$ cat src/rtl/sda_to_par.sv
// Serial-to-parallel receiver: decodes start/bit/stop framing on scl/sda into a DW-bit
// payload, with a one-hot decode, a commit strobe and an abort strobe.
module sda_to_par #(
  parameter int DW = 4,
  parameter int OW = 2**DW
) (
  input  logic          sclk,
  input  logic          rst,
  input  logic          scl,
  input  logic          sda,
  output logic [DW-1:0] data,
  output logic [OW-1:0] outhigh,
  output logic          rdy,
  output logic          frm_err
);

  localparam int CW = (DW > 1) ? $clog2(DW) : 1;

  typedef enum logic [1:0] {IDLE, BIT, WAIT_STOP} state_t;

  state_t        state, state_nxt;
  logic          scl_q, scl_d, sda_q, sda_d;
  logic [CW-1:0] cnt, cnt_nxt;
  logic [DW-1:0] shift, shift_nxt, data_nxt;
  logic [OW-1:0] outhigh_nxt;
  logic          rdy_nxt, frm_err_nxt;
  logic          start_c, stop_c, strobe;

  function automatic logic [OW-1:0] onehot(input logic [DW-1:0] v);
    logic [OW-1:0] r;
    r    = '0;
    r[v] = 1'b1;
    return r;
  endfunction

  // Sample stage: reset to an idle-high bus so leaving reset looks like no edge at all
  always_ff @(posedge sclk or negedge rst) begin
    if (!rst) begin
      scl_q <= 1'b1;
      scl_d <= 1'b1;
      sda_q <= 1'b1;
      sda_d <= 1'b1;
    end else begin
      scl_q <= scl;
      scl_d <= scl_q;
      sda_q <= sda;
      sda_d <= sda_q;
    end
  end

  assign start_c = scl_d & scl_q &  sda_d & ~sda_q;
  assign stop_c  = scl_d & scl_q & ~sda_d &  sda_q;
  assign strobe  = ~scl_d & scl_q;

  always_comb begin
    state_nxt   = state;
    cnt_nxt     = cnt;
    shift_nxt   = shift;
    data_nxt    = data;
    outhigh_nxt = outhigh;
    rdy_nxt     = 1'b0;
    frm_err_nxt = 1'b0;
    case (state)
      IDLE: begin
        if (start_c) begin
          state_nxt = BIT;
          cnt_nxt   = CW'(DW - 1);
          shift_nxt = '0;
        end
      end
      BIT: begin
        if (start_c) begin
          cnt_nxt   = CW'(DW - 1);
          shift_nxt = '0;
        end else if (stop_c) begin
          frm_err_nxt = 1'b1;
          state_nxt   = IDLE;
        end else if (strobe) begin
          shift_nxt = (shift << 1) | DW'(sda_q);
          if (cnt == '0) state_nxt = WAIT_STOP;
          else           cnt_nxt   = cnt - CW'(1);
        end
      end
      WAIT_STOP: begin
        // Extra clocks after the last payload bit are ignored until stop or restart
        if (start_c) begin
          state_nxt = BIT;
          cnt_nxt   = CW'(DW - 1);
          shift_nxt = '0;
        end else if (stop_c) begin
          data_nxt    = shift;
          outhigh_nxt = onehot(shift);
          rdy_nxt     = 1'b1;
          state_nxt   = IDLE;
        end
      end
      default: state_nxt = IDLE;
    endcase
  end

  // Frame stage: outputs registered so commit lands one edge after stop is sampled
  always_ff @(posedge sclk or negedge rst) begin
    if (!rst) begin
      state   <= IDLE;
      cnt     <= '0;
      shift   <= '0;
      data    <= '0;
      outhigh <= '0;
      rdy     <= 1'b0;
      frm_err <= 1'b0;
    end else begin
      state   <= state_nxt;
      cnt     <= cnt_nxt;
      shift   <= shift_nxt;
      data    <= data_nxt;
      outhigh <= outhigh_nxt;
      rdy     <= rdy_nxt;
      frm_err <= frm_err_nxt;
    end
  end

endmodule

$ cat config.mk
export PLATFORM = sky130hd
export DESIGN_NAME = sda_to_par
export DESIGN_NICKNAME = d
export VERILOG_FILES = /design/src/rtl/sda_to_par.sv
export SDC_FILE = /design/constraint.sdc
export NUM_CORES = 1
export LEC_CHECK = 0
export BUFFER_PORTS_ARGS = -buffer_cell sky130_fd_sc_hd__buf_4
export CAP_MARGIN = 10
export CORE_UTILIZATION = 40
export DETAILED_ROUTE_END_ITERATION = 6
export GPL_ROUTABILITY_DRIVEN = 0
export GPL_TIMING_DRIVEN = 0
export PLACE_DENSITY_LB_ADDON = 0.15
export SLEW_MARGIN = 15
export SYNTH_ARGS = -nofsm -noshare
export SYNTH_HDL_FRONTEND = slang
export SYNTH_SLANG_ARGS = --single-unit
$ cat constraint.sdc
create_clock -name sclk -period 2.45 [get_ports sclk]
set_input_delay 0.49 -clock sclk [delete_from_list [all_inputs] [get_ports sclk]]
set_output_delay 0.49 -clock sclk [all_outputs]
set_load 0.005 [all_outputs]
# == Word-level counts from Yosys, hierarchy flattened ==
# Cells that the tools add are included.
# word_totals
ff_bits,34
input_bits,4
out_inout_bits,22
word_cells,70
# classes
add_sub_neg,1
order_cmp,2
eq_ne,11
n_mux,25
bitwise,11
reduce_logical,9
# op_table
cell,count
2-bit two-way mux,12
3-bit != test (second input constant),6
4-bit two-way mux,4
5-bit AND reduction,2
4-bit one-hot mux with 2 select lines,1
1-bit bitwise AND,6
2-bit one-hot mux with 3 select lines,1
4-bit by 5-bit < comparator with 1-bit output (second input constant),1
1-bit two-way mux,5
1-bit demux with 4-bit select,1
4-bit by 1-bit greater-or-equal comparator with 1-bit output (second input constant),1
2-bit zero test,2
2-bit != test (second input constant),2
1-bit NOT,4
4-bit by 1-bit OR with 4-bit output,1
2-bit one-hot mux with 2 select lines,1
4-bit AND reduction,1
3-bit AND reduction,1
2-bit by 1-bit equality test with 1-bit output (second input constant),1
2-bit equality test (second input constant),1
2-bit by 1-bit != test with 1-bit output (second input constant),1
2-bit nonzero test,1
2-bit OR reduction,1
2-bit by 1-bit subtractor with 2-bit output (second input constant),1
1-bit logical AND,1

# == Longest topological paths before layout ==
# Gate-level depths: netlist (run 1).
# logic_depth
word_depth,6
mapped_depth,6
ltp_nobuf,6

# == Least setup slack after synthesis (run 1) ==
# Ideal clock, no wire load.
# synth_path
path_type,reg-to-reg
startpoint,reg scl_q
endpoint,reg outhigh[12]
setup_ns,0.137
arrival_time_ns,1.400
setup_slack_ns,0.913
path_stages_with_launch,7
path_buffers,2
synth_period_minus_slack_ns,1.537
path_cell_list,dfstp_2 -> nand4b_2 -> or2_1 -> buf_6 -> clkbuf_1 -> nand2_1 -> o41ai_2
# synth_via
elab_chain_len,5
word_cells_on_any_way,7
# synth_rtl
item,line_no,text
"start, declared",22,"logic scl_q, scl_d, sda_q, sda_d;"
"start signal, assigned",44,scl_q <= scl;
1-bit bitwise AND (*),"51, 52",
1-bit bitwise AND (2 in series),51,assign start_c = scl_d & scl_q & sda_d & ~sda_q;
1-bit NOT (no source line),n/a,
3-bit AND reduction (no source line) (*),n/a,
"end signal, assigned",116,outhigh <= outhigh_nxt;
"end, declared",12,"output logic [OW-1:0] outhigh,"
# Every way passes the cells marked *; elsewhere a longest branch is shown, timed or not.
# A chain may end at the register's enable or synchronous reset.

# == Final worst setup path (run 1) ==
# Ends and elaborated chain as after synthesis.

==> results.md, run 1 <==
* Status: finished clean
* Reg clk slew, reported paths at 0.09 ns
* Worst-margin pin slew at 0.465 ns
* Avg WL per Cell at 13.4 um
* Final setup margin at 0.710 ns
* Die X-Extent at 62.3 um
* Post-cts resize count at 0
* RSZ-0062 raised after global routing: no
* Setup bufs post-CTS at 0
* Htree depth at 2
* Vias in the first global route at just over 1,000
* Fin nets at about 160
* Reg2reg path depth at 6
* Sequential area share after synthesis at 58.9%
* CTS tree: built
* Util after Layout at between 50% and 60%
* HP Class: input pin to asynchronous set/reset pin
* Max Buffers Root-to-Sink at 2
* TritonCTS Buffers at 5
* Sink Count at 34
* DRT iter0 DRCs at 50
* Vias post-DR at 1,037
* DR top layer: met4
* DRT antenna net count at 0
* Startpoint types: register
* CP Capture Type: register
* Worst r2r dst: outhigh[12]
* Total gr overflow at 0
* Slew headroom at 69.0%
* GR Util All Layers at 16.3%
* M1 WL at 1.14 mm
* Initial Utilization at between 40% and 50%
* Yosys Warn Count at 0
* ANT cells at 0
* Area grow syn2layout at 20.0%
* Crit Path Max Fanout at 10
* Post-synth net total at 132
* Initial antenna violation count at 0
* Unique masters post-synth at 31
* Final hold vios at 0
* Crit path kind: register to register
* DRC Markers at 0
* Post-detail-place hpwl at slightly below 2 mm
* Mapped cell area at 1450 um2
* Fmax at about 570 MHz
* Syn Area/Cell at 11.4 um2
* Die ar. at 3880 um2
* Reg-to-reg slack, setup at between 0.7 and 0.8 ns
* WL final at about 2.8 mm
* Pwr Total at around 1100 uW
* Max-Cap Viols at 0
* Final setup vio count at 0
* Total iterations of the first detailed-routing run at 4
* Post-CTS Hold Buffers at 0
* Chip Height at 62.3 um
* Met3 routed WL at 148 um
* Worst clock skew at approximately 0.014 ns
* Setup WS pre-CTS at 0.710 ns
* Final setup TNS at 0 ns
* Fraction of layout cells with a size suffix above 1 at ~29%
* Tmin final at 1.74 ns
* CP Data Arrival Time at slightly below 2 ns
* Largest net degree at the start of global routing at 35
* Skew-Pair Late Insertion Delay at 0.33 ns
* Vias per cell at between 5 and 6
* Max-slew violation count at 0
* Worst Path Required at 2.65 ns
* Cell Pwr Density at 641 nW/um2
* Critical path launch point: scl_q
* Worst vdd ir at 386 uV
* Post-Syn Instances at 127
* Leak pwr at 0.000848 uW
* Worst Setup EP: outhigh[12]
* # rows at 21
* Core region area at between 3000 and 4000 um2
* Fin crit share at 71.0%
* PortBufs at 25
* Yosys reg bits at 34
* Ports at 26
* First-pass GRT wire length at 4.77 mm
* Worst R2R Start: scl_q
* Routed wire length on met2 at 1.42 mm
* Clk root buf: clkbuf_4
-- cells in the mapped netlist --
cell type	count	share of area, %
nor2_1	2	0.52
buf_8	1	1.0
and2b_1	3	1.6
or2b_1	1	0.52
buf_6	2	1.6
o41ai_1	3	1.8
buf_2	1	0.34
nand2_1	28	7.2
and3b_1	1	0.60
o41ai_2	3	3.4
or4_1	1	0.52
dfstp_2	4	7.2
dfrtp_1	30	52
nand4_1	1	0.43
nand4b_2	1	1.0
a21oi_1	1	0.34
o211ai_1	1	0.52
o31ai_1	9	4.7
mux2_2	4	3.1
nand3b_1	1	0.52
clkbuf_1	5	1.3
a2bb2oi_1	2	1.2
or2_1	1	0.43
o21ai_0	8	2.8
nand4b_1	1	0.60
and2_0	1	0.43
nor3b_1	1	0.52
a211o_1	1	0.60
nand2b_1	4	1.7
ha_1	1	0.86
inv_1	4	1.0
-- layer usage --
| layer | global-route usage, % | up-vias |
|---|---|---|
| met2 | 27.2 | 29 |
| met1 | 18.9 | 497 |
| li1 | - | 507 |
| met4 | 7.56 | 0 |
| met3 | 5.51 | 4 |
| met5 | 0 | - |
-- cells by family (layout without fill, tap and decap cells) --
logic type	Yosys count	count (layout)	synth area share [%]
AO/OA/AOI/OAI	28	28	15.2
buffers and inverters	13	45	5.25
flip-flops	34	34	58.9
adder cells (fa/ha/maj)	1	1	0.861
multiplexers	4	4	3.10
AND/OR/NAND/NOR	47	47	16.6
-- layout make-up --
| class | count | area (um2) |
|---|---|---|
| inverters | 4 | 15.0 |
| plain buffers | 9 | 61.3 |
| well taps | 46 | 57.6 |
| clock buffers | 7 | 45.0 |
| multi-input cells | 80 | 520 |
| fillers | 325 | 1670 |
| repair buffers | 25 | 188 |
| flip-flops and latches | 34 | 856 |
-- state kept, by name, summed over array words and instances (netlist names) --
name / cells
scl_d: 1
data: 4
sda_d: 1
outhigh: 16
rdy: 1
state: 2
sda_q: 1
frm_err: 1
cnt: 2
shift: 4
scl_q: 1
-- critical path: stages, from the launching register on --
cell      delay [ns]
dfstp_2         0.60
nand4b_2        0.15
or2_1           0.26
buf_6           0.15
clkbuf_1        0.24
nand2_1         0.15
o41ai_2         0.07
-- worst min path at each step --
stage	startpoint	end	slack [ns]	cells after the start
6_report	rst	rdy	0.09	1
5_1_grt	rst	outhigh[13]	0.10	1
4_1_cts	rst	rdy	0.09	1
3_5_place_dp	sda_q	sda_d	0.40	0
3_3_place_gp	sda_q	sda_d	0.40	0
2_1_floorplan	rst	cnt[0]	0.19	0
-- where the power goes --
group,switching [uW],total [uW],internal (uW)
Sequential,30.7,640,609
Clock,165,273,108
Combinational,125,204,79.1
Total,321,1120,796
-- layout by cell type, fill, tap and decap left out, types with 2 or more instances in the layout --
cell       count
buf_4         25
dfstp_2        4
inv_1          4
o21ai_0        8
o31ai_1        9
clkbuf_1       7
a2bb2oi_1      2
o41ai_2        3
nand2b_1       4
mux2_2         4
o41ai_1        3
clkbuf_4       5
and2b_1        3
buf_6          2
nor2_1         2
nand2_1       28
dfrtp_1       30
-- metrics by stage --
stage | cell area (um2) | hold slack [ns] | std cells
6_report | 1740 | 0.0913 | 205
5_1_grt | 1740 | 0.101 | 205
4_1_cts | 1740 | 0.0917 | 205
3_5_place_dp | 1700 | 0.397 | 198
3_3_place_gp | 1700 | 0.395 | 198
2_1_floorplan | 1450 | 0.194 | 127
(Power assumes the default switching activity.)
==> run 2, diff against run 1 <==
--- a/config.mk
+++ b/config.mk
@@ -5,6 +5,7 @@
 export SDC_FILE = /design/constraint.sdc
 export NUM_CORES = 1
 export LEC_CHECK = 0
+export ABC_AREA = 1
 export BUFFER_PORTS_ARGS = -buffer_cell sky130_fd_sc_hd__buf_4
 export CAP_MARGIN = 10
 export CORE_UTILIZATION = 40
==> constraint.sdc (replaced) <==
create_clock -name sclk -period 1.6 [get_ports sclk]
set_input_delay 0.32 -clock sclk [delete_from_list [all_inputs] [get_ports sclk]]
set_output_delay 0.32 -clock sclk [all_outputs]
set_load 0.005 [all_outputs]
==> results.md, run 2 <==
* Fin nets at 202
* Chip Height at 65.3 um
* Hold Path Depth at 1
* Net Sw Frac at 30.7%
* Total iterations of the first detailed-routing run at 4
* Slew headroom at 72.6%
* Yosys top cell by area: dfrtp_1
* Psw at 620 uW
* Max-Cap Viols at 0
* Status: finished clean
* Fin crit share at 85.3%
* Clk root buf: clkbuf_8
* Worst-margin pin slew at slightly above 0.4 ns
* Final hold vios at 0
* Ports at 26
* Ys flop type: dfrtp_1
* Worst vdd ir at between 500 and 600 uV
* Initial Utilization at 42.8%
* Skew-Pair Late Insertion Delay at 0.29 ns
* Htree depth at 2
* Avg WL per Cell at 11.6 um
* ANT cells at 0
* First-pass GRT wire length at 4.89 mm
* Most frequent cells in the layout: nand2_1, dfrtp_1, buf_4
* Most numerous cell in the Yosys netlist: nand2_1
* Reg-to-reg slack, setup at around 0.24 ns
* Post-synth top area share at 46.9%
* Startpoint types: register
* Number of synthesized flops with an enable pin at 0
* Max reg flops at 16
* GR Util All Layers at between 10% and 20%
* RSZ-0062 raised after global routing: no
* Yosys Warn Count at 0
* Cell Area, Placed at 1850 um2
* CP Data Arrival Time at 1.54 ns
* Util after Layout at between 50% and 60%
* Max Buffers Root-to-Sink at 2
* Reg clk slew, reported paths at 0.06 ns
* Reg2reg path depth at 8
* DRT iter0 DRCs at 78
* Vias post-DR at 1,131
* Sequential area share after synthesis at ~53%
* Post-detail-place hpwl at 2.02 mm
* Fraction of layout cells with a size suffix above 1 at 44.2%
* Post-synth net total at 169
* TritonCTS Buffers at 5
* Top cells by area, synth: dfrtp_1, o21ai_2, nand2_1, nand2_2, dfstp_2
* Mapped cell area at 1600 um2
* WL final at 2.85 mm
* Post-Syn Instances at 164
* Regs by FF count: outhigh (16), data (4), shift (4)
* Initial antenna violation count at 0
* Power share of the sequential group at 49.7%
* Area grow syn2layout at 20.9%
* Vias in the first global route at 1,064
* Unique masters post-synth at 17
* Cell Pwr Density at about 1000 nW/um2
* Synth cell count leaders: nand2_1, dfrtp_1, nand2_2
* Sink Count at 34
* Syn Area/Cell at ~9.8 um2
* Setup bufs post-CTS at 0
* Total gr overflow at 0
* Die ar. at 4260 um2
* Fin area at 1940 um2
* HP Class: input pin to register
* Async set or reset register ratio after synthesis at 100%
* Vias per cell at roughly 4.6
* DRT antenna net count at 0
* Internal Power at 1400 uW
* Crit path kind: register to register
* CP Capture Type: register
* Worst Path Required at 1.78 ns
* Fmax at 733 MHz
* Largest net degree at the start of global routing at 35
* Leak pwr at 0.000935 uW
* Min Hold Slack at roughly 0.13 ns
* Worst clock skew at 0.00597 ns
* Max-slew violation count at 0
* # rows at 22
* Yosys reg bits at 34
* DRC Markers at 0
* CTS tree: built
* Combinational Power Share at 21.2%
* Die X-Extent at 65.3 um
* Final setup TNS at 0 ns
* Most common cell after layout, fill and taps aside: nand2_1
* Core region area at 3740 um2
* Tmin final at 1.36 ns
* Clock share of power at 29.1%
* Final setup vio count at 0
* PortBufs at 25
* Crit Path Max Fanout at 10
* Largest register by flop count: outhigh
* Filler cells at around 350
==> run 2: power by group through the flow <==
stage	clock, uW	sequential (uW)	combinational, uW
global placement	0	1020	426
detailed placement	0	1020	438
CTS	611	1000	442
global route	640	1010	503
finish	588	1000	430
floorplan	0	1010	317
==> run 2: metrics by stage <==
stage	instances	worst slack (ns)	power, uW
floorplan	164	0.345	1330
global placement	237	0.262	1440
detailed placement	237	0.241	1460
CTS	245	0.231	2060
global route	245	0.123	2160
finish	245	0.235	2020
==> run 2: logic make-up after synthesis <==
| family | share of synthesized area, % |
|---|---|
| AOI/OAI and AO/OA | 12.2 |
| adders and majority gates | 0.781 |
| buffers and inverters | 7.81 |
| DFF | 53.4 |
| and+or+nand+nor | 25.8 |
==> run 2: final cells by class <==
type | count | area [um2] | area share (%)
timing repair buffer | 26 | 198 | 10.2
sequential | 34 | 856 | 44.2
clock buffer | 7 | 76.3 | 3.94
multi-input combinational | 107 | 621 | 32.1
buffer | 5 | 56.3 | 2.91
inverter | 18 | 68.8 | 3.56
tap | 48 | 60.1 | 3.10
==> run 2: final timing paths <==
check,start,endpoint
worst max-delay path,scl_q,outhigh[7]
max in group asynchronous,rst,scl_q
min in group asynchronous,rst,outhigh[2]
worst min register to register,scl_q,scl_d
worst min-delay path,scl,scl_q
worst max register to register,scl_q,outhigh[7]
==> run 2: timing repair <==
action / CTS / global route
hold endpoints to repair: 30 / 0
hold buffers: 1 / 0
gates resized for setup: 0 / 0
==> run 2: worst max-delay path: stages (launching register included) <==
cell	delay, ns
dfstp_2	0.54
nand2_1	0.06
inv_2	0.09
nand3_4	0.09
clkinv_2	0.08
nand3_4	0.10
buf_6	0.18
nand2_2	0.07
o21ai_2	0.05
==> run 2: routing by layer <==
metal	global-route usage, %	wire length (um)
met3	5.73	142
met2	26.0	1380
met1	18.6	1280
met5	0	0
met4	6.52	46
